[src/rtl/gerador_pulsos.sv]
// gerador_pulsos: pulse-train source that emits N one-cycle strobes separated by G low cycles.
// Optional macro PULSO_GAP_ALEATORIO_EN adds LFSR jitter (0..7 cycles) to every gap.
module gerador_pulsos #(
  parameter int CNT_W = 4,
  parameter int GAP_W = 5
) (
  input  logic             clk,
  input  logic             reset,
  input  logic             start,
  input  logic [CNT_W-1:0] num_pulsos,
  input  logic [GAP_W-1:0] gap,
  output logic             pulso,
  output logic             busy,
  output logic             done,
  output logic [CNT_W-1:0] pulsos_enviados
);

`ifdef PULSO_GAP_ALEATORIO_EN
  localparam int GC_W = GAP_W + 1;
`else
  localparam int GC_W = GAP_W;
`endif

  typedef enum logic [1:0] {
    S_IDLE  = 2'd0,
    S_PULSE = 2'd1,
    S_GAP   = 2'd2,
    S_FIM   = 2'd3
  } state_t;

  state_t           state_q, state_d;
  logic [CNT_W-1:0] n_q, n_d;
  logic [GAP_W-1:0] g_q, g_d;
  logic [CNT_W-1:0] cnt_q, cnt_d;
  logic [GC_W-1:0]  gcnt_q, gcnt_d;
  logic             pulso_q, busy_q, done_q;
  logic [CNT_W-1:0] cnt_inc_s;
  logic [GC_W-1:0]  jitter_s;
  logic [GC_W-1:0]  gap_load_s;

`ifdef PULSO_GAP_ALEATORIO_EN
  logic [15:0] lfsr_q;

  // Free-running Fibonacci LFSR, taps 16,14,13,11
  always_ff @(posedge clk or negedge reset) begin
    if (!reset) begin
      lfsr_q <= 16'hACE1;
    end else begin
      lfsr_q <= {lfsr_q[14:0], lfsr_q[15] ^ lfsr_q[13] ^ lfsr_q[12] ^ lfsr_q[10]};
    end
  end

  assign jitter_s = GC_W'(lfsr_q[2:0]);
`else
  assign jitter_s = '0;
`endif

  // A latched gap of zero still costs one low cycle so pulses never merge.
  assign cnt_inc_s  = cnt_q + CNT_W'(1'b1);
  assign gap_load_s = ((g_q == '0) ? GC_W'(1'b1) : GC_W'(g_q)) + jitter_s;

  // Next-state and datapath update
  always_comb begin
    state_d = state_q;
    n_d     = n_q;
    g_d     = g_q;
    cnt_d   = cnt_q;
    gcnt_d  = gcnt_q;
    case (state_q)
      S_IDLE: begin
        if (start) begin
          cnt_d = '0;
          if (num_pulsos != '0) begin
            n_d     = num_pulsos;
            g_d     = gap;
            state_d = S_PULSE;
          end else begin
            state_d = S_FIM;
          end
        end else begin
          state_d = S_IDLE;
        end
      end
      S_PULSE: begin
        cnt_d = cnt_inc_s;
        if (cnt_inc_s == n_q) begin
          state_d = S_FIM;
        end else begin
          state_d = S_GAP;
          gcnt_d  = gap_load_s;
        end
      end
      S_GAP: begin
        if (gcnt_q <= GC_W'(1'b1)) begin
          state_d = S_PULSE;
        end else begin
          gcnt_d = gcnt_q - GC_W'(1'b1);
        end
      end
      S_FIM: begin
        state_d = S_IDLE;
      end
      default: begin
        state_d = S_IDLE;
      end
    endcase
  end

  // State, operands and outputs; outputs are decoded from the next state so they stay registered
  always_ff @(posedge clk or negedge reset) begin
    if (!reset) begin
      state_q <= S_IDLE;
      n_q     <= '0;
      g_q     <= '0;
      cnt_q   <= '0;
      gcnt_q  <= '0;
      pulso_q <= 1'b0;
      busy_q  <= 1'b0;
      done_q  <= 1'b0;
    end else begin
      state_q <= state_d;
      n_q     <= n_d;
      g_q     <= g_d;
      cnt_q   <= cnt_d;
      gcnt_q  <= gcnt_d;
      pulso_q <= (state_d == S_PULSE);
      busy_q  <= (state_d != S_IDLE);
      done_q  <= (state_d == S_FIM);
    end
  end

  assign pulso           = pulso_q;
  assign busy            = busy_q;
  assign done            = done_q;
  assign pulsos_enviados = cnt_q;

endmodule

[config.mk]
export PLATFORM = sky130hd
export DESIGN_NAME = gerador_pulsos
export DESIGN_NICKNAME = d
export VERILOG_FILES = /design/src/rtl/gerador_pulsos.sv
export SDC_FILE = /design/constraint.sdc
export NUM_CORES = 1
export LEC_CHECK = 0
export BUFFER_PORTS_ARGS = -buffer_cell sky130_fd_sc_hd__buf_2
export CAP_MARGIN = 20
export CORE_MARGIN = 2
export CORE_UTILIZATION = 49
export CTS_CLUSTER_SIZE = 24
export DETAILED_ROUTE_END_ITERATION = 10
export PLACE_DENSITY = 0.73
export SLEW_MARGIN = 20
export SYNTH_ARGS = -nofsm -noshare
export SYNTH_HDL_FRONTEND = slang
export SYNTH_SLANG_ARGS = --single-unit
export TNS_END_PERCENT = 100
[constraint.sdc]
create_clock -name clk -period 1.8 [get_ports clk]
set_input_delay 0.36 -clock clk [delete_from_list [all_inputs] [get_ports clk]]
set_output_delay 0.36 -clock clk [all_outputs]
set_load 0.01 [all_outputs]
Yosys cells after proc, flatten, opt, wreduce, memory -nomap -nowiden
Index checks and enable logic that the tools add are counted.
{"block": "op_classes", "n_addsub": 2, "n_lt_le_gt_ge": 1, "n_eq_ne": 9, "muxes": 11, "n_reduce_logical": 9}
{"cell": "$mux W5", "n": 3}
{"cell": "$pmux W5 S2", "n": 1}
{"cell": "$pmux W2 S4", "n": 1}
{"cell": "$pmux W4 S2", "n": 1}
{"cell": "$eq A2 B2 Y1 const B", "n": 3}
{"cell": "$mux W2", "n": 3}
{"cell": "$ne A2 B2 Y1 const B", "n": 3}
{"cell": "$reduce_and A3 Y1", "n": 2}
{"cell": "$reduce_bool A2 Y1", "n": 3}
{"cell": "$le A5 B1 Y1 const B", "n": 1}
{"cell": "$logic_not A5 Y1", "n": 1}
{"cell": "$sub A5 B1 Y5 const B", "n": 1}
{"cell": "$add A4 B1 Y4 const B", "n": 1}
{"cell": "$eq A2 B1 Y1 const B", "n": 2}
{"cell": "$eq A4 B4 Y1", "n": 1}
{"cell": "$mux W4", "n": 1}
{"cell": "$reduce_bool A4 Y1", "n": 1}
{"cell": "$logic_not A2 Y1", "n": 1}
{"cell": "$reduce_and A2 Y1", "n": 1}
{"cell": "$mux W1", "n": 1}
{"block": "word_totals", "regBits": 23, "in_bits": 12, "out_inout_bits": 7, "elab_cells": 40}

Depth between registers and ports, before layout
{"block": "logic_depth", "word_depth": 5, "mapped_depth": 6, "ltp_nobuf": 6}

Worst setup path before layout
OpenSTA, ideal clock, no wires.
{"block": "synth_timing", "kind": "flip-flop to flip-flop", "start": "reg cnt_q[0], in the netlist pulsos_enviados[0]", "end": "reg gcnt_q[3]", "setup_ps": 124, "t_arrival_ps": 1772, "required_time_ps": 1676, "slack_ps": -96, "stages_incl_launch_ff": 6, "path_buffers": 0, "synth_period_minus_slack_ps": 1896, "cell_sequence": "dfrtp_1 > ha_1 > xnor2_1 > nand3_2 > o32a_1 > a211o_1"}
{"block": "synth_via", "elab_chain_cells": 4}
{"element": "start, declared", "line": "34", "rtl": "logic [CNT_W-1:0] cnt_q, cnt_d;"}
{"element": "start signal, assigned", "line": "124", "rtl": "cnt_q <= cnt_d;"}
{"element": "$add A4 B1 Y4", "line": "59", "rtl": "assign cnt_inc_s = cnt_q + CNT_W'(1'b1);"}
{"element": "$eq A4 B4 Y1", "line": "86", "rtl": "if (cnt_inc_s == n_q) begin"}
{"element": "$ne A2 B2 Y1 (no source line)"}
{"element": "$reduce_and A3 Y1 (no source line)"}
{"element": "end signal, assigned", "line": "125", "rtl": "gcnt_q <= gcnt_d;"}
{"element": "end, declared", "line": "35", "rtl": "logic [GC_W-1:0] gcnt_q, gcnt_d;"}
No other way between the ends.
A chain may end at the register's enable or synchronous reset.

Worst setup path after layout
Ends and elaborated chain as after synthesis.

==> flow_metrics.env <==
export IMPL_status="finished with violations"
export IMPL_violations="hold timing, setup timing"
export IMPL_ff_latch_area_um2=578.1
export IMPL_synth_ff_type="dfrtp_1"
export IMPL_die_w_um=54.08
export IMPL_num_rows=18
export IMPL_crit_path_end_kind="register"
export IMPL_fin_ws_ns=-0.0002396
export IMPL_drv_slew=0
export IMPL_hold_class="input port to asynchronous set/reset pin"
export IMPL_synth_most_common_cell="dfrtp_1"
export IMPL_p_int_mw=1.545
export IMPL_drcViolationCount=0
export IMPL_rsz0062_at_grt="true"
export IMPL_synth_cells=117
export IMPL_initial_core_util_pct=50.51
export IMPL_crit_type="register to register"
export IMPL_synthTopCellsByArea="dfrtp_1, mux2_2, a22o_1"
export IMPL_clock_sinks=23
export IMPL_fill_cells=225
export IMPL_synth_top_family_by_area="compound AO/OA/AOI/OAI gates"
export IMPL_power_density_mw_per_mm2=1781
export IMPL_place_gp_congestion=0.8330
export IMPL_final_period_utilization_pct=100.0
export IMPL_cts_hold_buf=0
export IMPL_num_io_pins=19
export IMPL_final_cell_area_mm2=0.001476
export IMPL_setup_viol=1
export IMPL_synthesis_nets=132
export IMPL_htree_levels=1
export IMPL_peakVddDrop_mv=0.9202
export IMPL_rr_worst_depth=5
export IMPL_drt_pass1_iterations=4
export IMPL_grt_pass1_vias=942
export IMPL_cp_max_fo=6
export IMPL_die_area_mm2=0.002924
export IMPL_place_ws_ns=0.01217
export IMPL_grt_use_total_pct=21.34
export IMPL_fmax_mhz=555.5
export IMPL_path_buf_inv=0
export IMPL_r2r_start="pulsos_enviados[0]"
export IMPL_static_leakage_power_nw=0.7127
export IMPL_crit_family="compound AO/OA/AOI/OAI gates"
export IMPL_period_minus_slack_ns=1.800
export IMPL_fin_cells=177
export IMPL_grt_pass1_wl_um=4422
export IMPL_totalWireLength_um=2687
export IMPL_synth_xor_area_share_pct=4.684
export IMPL_synth_avg_cell_area_um2=10.50
export IMPL_clockBufferDepth=2
export IMPL_final_layout_size_suffix_gt1_share_pct=31.29
export IMPL_drt_initial_drc_count=19
export IMPL_p_switching_mw=1.084
export IMPL_grt_overflow_total=0
export IMPL_synth_yosys_seq_area_share_pct=46.84
export IMPL_area_delta_synth_final_pct=20.16
export IMPL_antenna_cells=0
export IMPL_hold_slack_ns=-0.005145
export IMPL_hpwl_um=2042
export IMPL_finalClockSkew_ns=0.004977
export IMPL_die_h_um=54.08
export IMPL_yosysUniqueCellTypes=37
export IMPL_async_flop_share_pct=100.0
export IMPL_timing_critical_path_arrival_ns=2.02
export IMPL_placed_area_mm2=0.001415
export IMPL_ff2ff_setup_slack_ns=-0.0002
export IMPL_clk_pin_slew_ns=0.13
export IMPL_clkLatencyLatePin_ns=0.32
export IMPL_synth_compound_area_share_pct=17.72
export IMPL_synth_top_area_cell="dfrtp_1"
export IMPL_avgViaCountPerCell=5.763
export IMPL_slowest_delay_ns=0.47
export IMPL_antenna_found_initial=0
export IMPL_cts_root_buf="clkbuf_4"
export IMPL_relSlewSlack_pct=65.00
export IMPL_multi_input_area_um2=639.4
export IMPL_cap_violations=0
export IMPL_yosysWarnings=0
export IMPL_placed_cells=170
export IMPL_fin_total_pwr_mw=2.630
export IMPL_core_mm2=0.002432
export IMPL_synth_edff_count=0
export IMPL_io_buffer_count=18
export IMPL_switching_share_pct=41.23
export IMPL_vias=1020
export IMPL_critical_path_startpoint_type="register"
export IMPL_clockPowerShare_pct=9.4
export IMPL_synthTopCellsByCount="dfrtp_1, nand2_1, a21oi_1"
export IMPL_synth_simple_area_share_pct=17.62
export IMPL_cts_tree="done"
export IMPL_tightest_slew_ns=0.5251
export IMPL_final_nets=163
export IMPL_r2r_end="gcnt_q[3]"
export IMPL_crit_required_ns=2.02
export IMPL_crit_slowest_cell="dfrtp_2"
export IMPL_seqPwrFrac_pct=37.1
export IMPL_synth_top_area_share_pct=46.84
export IMPL_hold_viol_final=13
export IMPL_syn_area_mm2=0.001229
export IMPL_final_setup_tns_ns=-0.0002396
export IMPL_ys_ff_latch=23
export IMPL_synthMuxAreaShare_pct=6.212
export IMPL_final_util_pct=60.70
export IMPL_synth_fa_ha_area_share_pct=3.870
export IMPL_p_comb_share_pct=53.5
export IMPL_ant_nets=0
export IMPL_cts_buffers=3
export IMPL_grt_max_degree=24
export IMPL_crit_chain="ha_4 > xnor2_2 > nand3_2 > o32a_1 > a211o_1"
export IMPL_avgRoutedWirePerCell_um=15.18
==> placed cells by master (no fill, tap or decap), drive strengths merged, types with 3 or more instances in the layout <==
master and instances:
o31ai 3, a21oi 6, ha 3, inv 4, or3 3, nand3 4
a211oi 3, a22o 5, dfrtp 23, nor4 4, buf 30, clkbuf 4
o21ai 4, nor3 4, nand2b 4, nand2 11, mux2 5
==> routing by layer <==
metal	global-route usage, %	routed length, um	vias up
met1	28.70	1223	499
met4	7.500	34	0
met2	34.76	1311	26
li1	-	-	493
met5	0	0	-
met3	3.333	118	2
==> logic make-up after synthesis <==
logic type	after synthesis
muxes	7
AOI/OAI and AO/OA	31
buffers and inverters	8
xor gates and xnor gates	5
DFF	23
adders and majority gates	4
and+or+nand+nor	39
==> registers in the layout, indices dropped and copies added, names as in the netlist <==
signal,cells
g_q,5
gcnt_q,5
n_q,4
pulsos_enviados,4
state_q,2
busy,1
done,1
pulso,1
==> power by group through the flow <==
stage | logic, mW | clock network, mW | registers [mW]
after floorplan | 0.937 | 0 | 0.964
after global placement | 1.27 | 0 | 0.976
after detailed placement | 1.31 | 0 | 0.992
after CTS | 1.33 | 0.256 | 0.980
after global routing | 1.58 | 0.277 | 1.01
final | 1.41 | 0.246 | 0.976
==> repair_timing <==
action                                  in CTS  in global routing
gates resized for setup                      0                  3
buffers inserted                             0                  3
endpoints found under the setup margin       0                  7
endpoints found under the hold margin        0                  0
==> how the worst max path moves through the flow <==
stage | end | cells past startpoint | startpoint
5_1_grt | gcnt_q[4] | 5 | pulsos_enviados[1]
3_5_place_dp | gcnt_q[3] | 5 | pulsos_enviados[0]
4_1_cts | gcnt_q[3] | 5 | pulsos_enviados[0]
3_3_place_gp | gcnt_q[3] | 5 | pulsos_enviados[0]
6_report | gcnt_q[3] | 5 | pulsos_enviados[0]
2_1_floorplan | gcnt_q[3] | 5 | pulsos_enviados[0]
==> cell type report <==
type,count,share of cell area (%)
inverters,4,1.017
flip-flops and latches,23,39.15
multi-input cells,86,43.30
clock buffers,4,1.780
well taps,30,2.542
repair buffers,30,12.20
Power figures use the tool's default switching activity.
